--- src/rtl/ddr3_arb_pkg.sv ---
// ---------------------------------------------------------------------------
// ddr3_arb_pkg
// Shared types and constants for the DDR3 user-port arbiter.
//   arb_state_t : arbiter FSM states (also exported on the debug port)
//   AXI_LEN_W   : width of the AXI burst length field (beats = len+1)
//   MAX_PORTS   : largest supported number of requesters
//   PORT_IDX_W  : width of a requester index, sized for MAX_PORTS
// ---------------------------------------------------------------------------
package ddr3_arb_pkg;

  localparam int AXI_LEN_W  = 4;
  localparam int MAX_PORTS  = 4;
  localparam int PORT_IDX_W = 2;

  typedef enum logic [2:0] {
    ST_IDLE  = 3'd0,
    ST_AW    = 3'd1,
    ST_WDATA = 3'd2,
    ST_AR    = 3'd3,
    ST_RDATA = 3'd4
  } arb_state_t;

endpackage

--- src/rtl/ddr3_axi_arbiter_rr_arbiter.sv ---
// ---------------------------------------------------------------------------
// rr_arbiter
// Purely combinational round-robin picker. The search starts at the port
// after i_last_grant and wraps, so the most recent winner has the lowest
// priority. The last-grant register is owned by the parent.
//   i_req        : per-port request bits
//   i_last_grant : index of the previous winner
//   o_gnt        : one-hot winner (0 when nobody requests)
//   o_gnt_idx    : index of the winner
//   o_any        : at least one port requests
// ---------------------------------------------------------------------------
module rr_arbiter
  import ddr3_arb_pkg::*;
#(
  parameter int NUM_PORTS = 2
) (
  input  logic [NUM_PORTS-1:0]  i_req,
  input  logic [PORT_IDX_W-1:0] i_last_grant,
  output logic [NUM_PORTS-1:0]  o_gnt,
  output logic [PORT_IDX_W-1:0] o_gnt_idx,
  output logic                  o_any
);

  // Outer loop walks the priority order (offset 1..N from the last winner);
  // the inner loop keeps every bit-select a constant after unrolling.
  always_comb begin
    o_gnt     = '0;
    o_gnt_idx = '0;
    o_any     = 1'b0;
    for (int i = 1; i <= NUM_PORTS; i++) begin
      for (int j = 0; j < NUM_PORTS; j++) begin
        if (!o_any && i_req[j] &&
            (((int'(i_last_grant) + i) % NUM_PORTS) == j)) begin
          o_gnt[j]  = 1'b1;
          o_gnt_idx = PORT_IDX_W'(j);
          o_any     = 1'b1;
        end
      end
    end
  end

endmodule

--- src/rtl/ddr3_axi_arbiter.sv ---
// ---------------------------------------------------------------------------
// ddr3_axi_arbiter
// Shares the single ID-less AXI user port of the DDR3 controller between
// NUM_PORTS requesters. One burst is in flight at a time: a command is
// granted round-robin, driven on AW or AR, and the write-data pull or read
// return is routed to the owner until the last beat.
//
// Handshake rules: a requester holds i_req (and its fields) until it sees its
// o_req_ack pulse, which is combinational with the AW/AR valid&&ready cycle.
// awvalid/arvalid are registered, rise one cycle after a grant and drop only
// the cycle after their handshake. wready/rvalid/rlast/wusero_last are routed
// combinationally to the owner; non-owners see 0.
//
// Ports:
//   core_clk, ddr_rst          : clock, async active-high reset
//   ddrc_init_done             : grants are held off while low
//   i_req/i_req_wr/addr/len    : per-port command request
//   o_req_ack                  : per-port command accepted pulse
//   i_wr_data, o_wr_ready/last : per-port write data pull
//   o_rd_data, o_rd_valid/last : read return (data broadcast, valid routed)
//   o_grant                    : one-hot owner, 0 when idle
//   o_len_err                  : sticky beat-count mismatch flag
//   o_m_axi_* / i_m_axi_*      : controller user port (AW, W, AR, R)
//   o_dbg_state                : current FSM state
// ---------------------------------------------------------------------------
module ddr3_axi_arbiter
  import ddr3_arb_pkg::*;
#(
  parameter int CTRL_ADDR_WIDTH = 28,
  parameter int MEM_DQ_WIDTH    = 16,
  parameter int NUM_PORTS       = 2
) (
  input  logic                                     core_clk,
  input  logic                                     ddr_rst,
  input  logic                                     ddrc_init_done,

  input  logic [NUM_PORTS-1:0]                     i_req,
  input  logic [NUM_PORTS-1:0]                     i_req_wr,
  input  logic [NUM_PORTS*CTRL_ADDR_WIDTH-1:0]     i_req_addr,
  input  logic [NUM_PORTS*AXI_LEN_W-1:0]           i_req_len,
  output logic [NUM_PORTS-1:0]                     o_req_ack,

  input  logic [NUM_PORTS*MEM_DQ_WIDTH*8-1:0]      i_wr_data,
  output logic [NUM_PORTS-1:0]                     o_wr_ready,
  output logic [NUM_PORTS-1:0]                     o_wr_last,

  output logic [MEM_DQ_WIDTH*8-1:0]                o_rd_data,
  output logic [NUM_PORTS-1:0]                     o_rd_valid,
  output logic [NUM_PORTS-1:0]                     o_rd_last,

  output logic [NUM_PORTS-1:0]                     o_grant,
  output logic                                     o_len_err,

  output logic [CTRL_ADDR_WIDTH-1:0]               o_m_axi_awaddr,
  output logic [AXI_LEN_W-1:0]                     o_m_axi_awlen,
  output logic                                     o_m_axi_awvalid,
  input  logic                                     i_m_axi_awready,

  output logic [MEM_DQ_WIDTH*8-1:0]                o_m_axi_wdata,
  input  logic                                     i_m_axi_wready,
  input  logic                                     i_m_axi_wusero_last,

  output logic [CTRL_ADDR_WIDTH-1:0]               o_m_axi_araddr,
  output logic [AXI_LEN_W-1:0]                     o_m_axi_arlen,
  output logic                                     o_m_axi_arvalid,
  input  logic                                     i_m_axi_arready,

  input  logic [MEM_DQ_WIDTH*8-1:0]                i_m_axi_rdata,
  input  logic                                     i_m_axi_rlast,
  input  logic                                     i_m_axi_rvalid,

  output logic [2:0]                               o_dbg_state
);

  localparam int DW = MEM_DQ_WIDTH * 8;
  localparam int AW = CTRL_ADDR_WIDTH;

  arb_state_t              r_state;
  arb_state_t              w_state_nxt;
  logic [NUM_PORTS-1:0]    r_gnt;
  logic [PORT_IDX_W-1:0]   r_gidx;
  logic [PORT_IDX_W-1:0]   r_last_grant;
  logic [AW-1:0]           r_addr;
  logic [AXI_LEN_W-1:0]    r_len;
  logic [AXI_LEN_W:0]      r_cnt;        // beat counter with carry bit
  logic                    r_last_seen;  // last beat already arrived during AW/AR
  logic                    r_len_err;

  logic [NUM_PORTS-1:0]    w_arb_gnt;
  logic [PORT_IDX_W-1:0]   w_arb_idx;
  logic                    w_arb_any;

  logic                    w_sel_wr;
  logic [AW-1:0]           w_sel_addr;
  logic [AXI_LEN_W-1:0]    w_sel_len;

  logic                    w_wphase;
  logic                    w_rphase;
  logic                    w_aw_hs;
  logic                    w_ar_hs;
  logic                    w_wbeat;
  logic                    w_rbeat;
  logic                    w_last_evt;
  logic                    w_grant_fire;
  logic [AXI_LEN_W:0]      w_cnt_inc;
  logic [AXI_LEN_W:0]      w_len_beats;

  rr_arbiter #(
    .NUM_PORTS (NUM_PORTS)
  ) u_rr (
    .i_req        (i_req),
    .i_last_grant (r_last_grant),
    .o_gnt        (w_arb_gnt),
    .o_gnt_idx    (w_arb_idx),
    .o_any        (w_arb_any)
  );

  // Command fields of the arbitration winner.
  always_comb begin
    w_sel_wr   = 1'b0;
    w_sel_addr = '0;
    w_sel_len  = '0;
    for (int p = 0; p < NUM_PORTS; p++) begin
      if (w_arb_gnt[p]) begin
        w_sel_wr   = i_req_wr[p];
        w_sel_addr = i_req_addr[p*AW +: AW];
        w_sel_len  = i_req_len[p*AXI_LEN_W +: AXI_LEN_W];
      end
    end
  end

  // Write data may arrive while AW is still pending, read data while AR is
  // pending, so the data phases include the address states.
  assign w_wphase     = (r_state == ST_AW) || (r_state == ST_WDATA);
  assign w_rphase     = (r_state == ST_AR) || (r_state == ST_RDATA);
  assign w_aw_hs      = (r_state == ST_AW) && i_m_axi_awready;
  assign w_ar_hs      = (r_state == ST_AR) && i_m_axi_arready;
  assign w_wbeat      = w_wphase && i_m_axi_wready;
  assign w_rbeat      = w_rphase && i_m_axi_rvalid;
  assign w_last_evt   = !r_last_seen &&
                        ((w_wphase && i_m_axi_wusero_last) ||
                         (w_rbeat && i_m_axi_rlast));
  assign w_grant_fire = (r_state == ST_IDLE) && ddrc_init_done && w_arb_any;

  // Beats seen including the current last beat, versus len+1.
  assign w_cnt_inc    = r_cnt + 5'd1;
  assign w_len_beats  = {1'b0, r_len} + 5'd1;

  always_comb begin
    w_state_nxt = r_state;
    case (r_state)
      ST_IDLE: begin
        if (w_grant_fire) w_state_nxt = w_sel_wr ? ST_AW : ST_AR;
      end
      ST_AW: begin
        if (w_aw_hs) w_state_nxt = (r_last_seen || w_last_evt) ? ST_IDLE : ST_WDATA;
      end
      ST_WDATA: begin
        if (i_m_axi_wusero_last) w_state_nxt = ST_IDLE;
      end
      ST_AR: begin
        if (w_ar_hs) w_state_nxt = (r_last_seen || w_last_evt) ? ST_IDLE : ST_RDATA;
      end
      ST_RDATA: begin
        if (w_rbeat && i_m_axi_rlast) w_state_nxt = ST_IDLE;
      end
      default: w_state_nxt = ST_IDLE;
    endcase
  end

  always_ff @(posedge core_clk or posedge ddr_rst) begin
    if (ddr_rst) begin
      r_state      <= ST_IDLE;
      r_gnt        <= '0;
      r_gidx       <= '0;
      r_last_grant <= PORT_IDX_W'(NUM_PORTS - 1);
      r_addr       <= '0;
      r_len        <= '0;
      r_cnt        <= '0;
      r_last_seen  <= 1'b0;
      r_len_err    <= 1'b0;
    end else begin
      r_state <= w_state_nxt;
      if (w_grant_fire) begin
        r_gnt        <= w_arb_gnt;
        r_gidx       <= w_arb_idx;
        r_last_grant <= w_arb_idx;
        r_addr       <= w_sel_addr;
        r_len        <= w_sel_len;
        r_cnt        <= '0;
        r_last_seen  <= 1'b0;
      end else begin
        if (w_state_nxt == ST_IDLE) r_gnt <= '0;
        // Saturate at the carry so a runaway burst cannot wrap back to a match.
        if ((w_wbeat || w_rbeat) && !r_cnt[AXI_LEN_W]) r_cnt <= w_cnt_inc;
        if (w_last_evt) r_last_seen <= 1'b1;
      end
      if (w_last_evt && (w_cnt_inc != w_len_beats)) r_len_err <= 1'b1;
    end
  end

  // Routing to the owner; everything is forced to 0 outside its phase.
  always_comb begin
    o_req_ack     = (w_aw_hs || w_ar_hs) ? r_gnt : '0;
    o_wr_ready    = w_wbeat ? r_gnt : '0;
    o_wr_last     = (w_wphase && i_m_axi_wusero_last) ? r_gnt : '0;
    o_rd_valid    = w_rbeat ? r_gnt : '0;
    o_rd_last     = (w_rphase && i_m_axi_rlast) ? r_gnt : '0;
    o_rd_data     = w_rphase ? i_m_axi_rdata : '0;
    o_m_axi_wdata = '0;
    for (int p = 0; p < NUM_PORTS; p++) begin
      if (w_wphase && (r_gidx == PORT_IDX_W'(p))) o_m_axi_wdata = i_wr_data[p*DW +: DW];
    end
  end

  assign o_grant         = r_gnt;
  assign o_len_err       = r_len_err;
  assign o_m_axi_awaddr  = r_addr;
  assign o_m_axi_awlen   = r_len;
  assign o_m_axi_awvalid = (r_state == ST_AW);
  assign o_m_axi_araddr  = r_addr;
  assign o_m_axi_arlen   = r_len;
  assign o_m_axi_arvalid = (r_state == ST_AR);
  assign o_dbg_state     = r_state;

endmodule

--- config.mk ---
export PLATFORM = sky130hd
export DESIGN_NAME = ddr3_axi_arbiter
export DESIGN_NICKNAME = d
export VERILOG_FILES = /design/src/rtl/ddr3_arb_pkg.sv /design/src/rtl/ddr3_axi_arbiter_rr_arbiter.sv /design/src/rtl/ddr3_axi_arbiter.sv
export SDC_FILE = /design/constraint.sdc
export NUM_CORES = 1
export LEC_CHECK = 0
export BUFFER_PORTS_ARGS = -buffer_cell sky130_fd_sc_hd__buf_4
export CAP_MARGIN = 20
export CORE_AREA = 2 2 312 314
export CTS_CLUSTER_SIZE = 40
export DETAILED_ROUTE_END_ITERATION = 12
export DIE_AREA = 0 0 314 316
export SETUP_SLACK_MARGIN = 0.3
export SLEW_MARGIN = 20
export SYNTH_ARGS = -nofsm -noshare
export SYNTH_HDL_FRONTEND = slang
export SYNTH_SLANG_ARGS = --single-unit
--- constraint.sdc ---
create_clock -name core_clk -period 1.9 [get_ports core_clk]
set_clock_uncertainty 0.05 [all_clocks]
set_input_delay 0.19 -clock core_clk [delete_from_list [all_inputs] [get_ports core_clk]]
set_output_delay 0.19 -clock core_clk [all_outputs]
set_load 0.02 [all_outputs]
==> impl_results.md <==
- Hold slack: 0.0921 ns
- CP Launch Point: r_gidx[0]
- RR Startpoint: o_dbg_state[0]
- HP Class: input pin to register
- Leak Pwr: 8.50 nW
- Maximum Capacitance Violations: 0
- Reg2reg setup slack: -0.04 ns
- Router iterations before antenna repair: 4
- Via count: 9320
- CP max FO: 12
- Final setup vio count: 265
- # H-tree levels: 2
- RSZ-0062 raised after global routing: true
- Post-synthesis sequential area ratio: 0.198
- CP endpoint kind: output port
- CORE AREA: 96000 um^2
- Pwr per Cell Area: 1690 nW/um^2
- Async S/R FF share, synth: 1.00
- Top cells by area, synth: mux2i_1 (28%), dfrtp_1 (19%), and2_1 (17%)
- CTS tree: done
- Clock Sinks: 46
- WP data required: 1.66 ns
- Failing checks: negative setup slack
- Dpl hpwl: 57.3 mm
- Via density: 3.17
- Nets: 2111
- Area share of the largest cell type after synthesis: 0.280
- Tmin final: 2.23 ns
- Total power: 32.0 mW
- Initial antenna violation count: 22
- Yosys warning total: 0
- Ys flop type: dfrtp_1
- Chip Height: 316 um
- Clock root cell: clkbuf_16
- FF-to-FF path depth: 7
- Antenna Nets Post-Route: 0
- Avg Inst Size Synth: 7.79 um^2
- Detailed-route wire length per cell: 23.8 um
- Crit Path Class: register to output port
- Post-Syn Nets: 1212
- Flops & latches, synth: 46
- Die W: 314 um
- Slew HR: 0.628
- Layout cells sized above 1: 0.841
- Clock buffer depth: 2
- Routed WL: 70.2 mm
- Final slew viol count: 0
- Total Routing Usage GR: 0.125
- Insertion delay to the later sink of the worst-skew pair: 0.31 ns
- Reg2reg end: r_cnt[2]
- Largest net degree at the start of global routing: 54
- Post-Syn Area: 5830 um^2
- End of the critical path: o_m_axi_wdata[46]
- Residual DRC count: 0
- Placer congestion estimate: 0.842
- VDD IR max: 0.996 mV
- Setup WS post-layout: -0.331 ns
- Starting Density: 0.0608
- Arrival @ worst endpoint: 1.99 ns
- Number of core rows: 114
- Fmax: 448 MHz
- I/O Pins: 799
- Hold_sp: i_req_addr[25]
- Area leader, netlist: mux2i_1
- Fin crit share: 1.17
- Status: complete, but fails checks
- First-pass GRT wire length: 82.8 mm
- CTS buffer count: 5
- Syn-to-layout area delta: 225%
- Slew of the pin with the lowest slew margin: 0.557 ns
- Initial DRC Count: 269
- EDFF count, synth: 0
- Grt ovf: 0
- Die area: 99200 um^2
- Vias in the first global route: 9080
- IO buf count: 798
- Syn Inst Count: 749
- Clock-pin slew on the worst setup and hold paths: 0.08 ns
- CP Launch Type: register
- Synth cell types: 48
- Hold Violations, Final: 0
==> worst min path at each step <==
stage / cells after the start / slack, ns / to
finish: 3 / 0.09 / o_m_axi_araddr[25]
global route: 3 / 0.11 / o_m_axi_araddr[7]
CTS: 3 / 0.09 / o_m_axi_arlen[0]
detailed placement: 2 / 0.24 / o_m_axi_araddr[20]
global placement: 2 / 0.24 / o_m_axi_araddr[20]
floorplan: 2 / 0.32 / r_last_seen
==> logic make-up (layout without fill, tap and decap cells) <==
kind of cell	Yosys count	after routing	share of synthesized area
XOR/XNOR	11	11	0.0165
other	0	17	0
adder cells (fa/ha/maj)	2	2	0.00429
AO/OA/AOI/OAI	56	58	0.0609
multiplexers	164	164	0.282
flip-flops	46	46	0.198
buffers and inverters	100	998	0.110
AND/OR/NAND/NOR	370	370	0.329
==> report_power, final <==
part | switching (mW) | internal (mW) | total (mW)
logic | 14.5 | 14.4 | 29.0
clock network | 0.461 | 0.632 | 1.09
registers | 0.574 | 1.42 | 1.99
total | 15.6 | 16.5 | 32.0
==> cell type report <==
type | count | area (um^2)
fillers | 10600 | 77000
diodes | 17 | 42.5
inverters | 6 | 22.5
flip-flops and latches | 46 | 1160
repair buffers | 984 | 9580
clock inverters | 3 | 48.8
well taps | 1276 | 1600
clock buffers | 5 | 125
multi-input cells | 605 | 6400
==> cells in the final DEF, fill, tap and decap left out, drive strengths merged, types with 2 or more instances in the layout <==
cell type and n:
dfrtp 45, o21ai 41, xnor2 4, buf 967, ha 2, xor2 7, and4bb 2, inv 7
nand3 6, nand2 41, diode 17, nor2 133, and3 9, o211ai 3, o21a 2, clkbuf 20
a21oi 2, and2 163, mux2i 163, nor4b 4, nand2b 4, a31oi 2
==> flip-flops by register name, indices dropped and copies added, names as in the netlist <==
register / flops
o_dbg_state: 3
o_grant: 2
o_len_err: 1
o_m_axi_araddr: 28
o_m_axi_arlen: 4
r_cnt: 5
r_gidx: 1
r_last_grant: 1
r_last_seen: 1
==> metal layers <==
metal	GRT usage	vias up	wire length (um)
li1	-	4293	-
met1	0.150	4414	28200
met2	0.202	514	33900
met3	0.0405	79	5300
met4	0.0544	20	2600
met5	0.00331	-	168
==> per-stage QoR <==
| step | worst slack (ns) | std cells | cell area (um^2) | utilization | setup TNS [ns] |
|---|---|---|---|---|---|
| 2_1_floorplan | 0.108 | 749 | 7100 | - | 0 |
| 3_5_place_dp | -0.349 | 2824 | 14900 | 0.155 | -3.80 |
| 5_1_grt | -0.363 | 2930 | 18900 | 0.197 | -72.40 |
| 4_1_cts | -0.334 | 2883 | 17100 | 0.178 | -70.34 |
| 6_report | -0.331 | 2942 | 19000 | 0.198 | -58.07 |
| 3_3_place_gp | -0.547 | 2824 | 14900 | 0.155 | -4.41 |
==> critical path, cell delays in order (launching register included) <==
cell and delay, ns:
dfrtp_4 0.51, buf_16 0.17, buf_12 0.20, buf_16 0.16, mux2i_2 0.16, buf_4 0.16
nor2_4 0.09, buf_4 0.14
==> cells in the mapped netlist (7+ instances only) <==
library cell  count
and2_1          163
mux2i_1         163
nor2_1          133
dfrtp_1          45
nand2_1          40
buf_4            36
o21ai_0          33
buf_2            31
buf_6            11
and3_1            9
clkbuf_1          9
xor2_1            7
==> what timing repair did <==
action | 4_1_cts | 5_1_grt
endpoints found under the setup margin | 313 | 314
endpoints found under the hold margin | 21 | 0
setup buffers | 31 | 20
pin swaps | 81 | 50
hold buffers | 1 | 0
resized for setup | 331 | 290
cloned | 19 | 22
No activity file was read; power rests on OpenSTA's default activity.
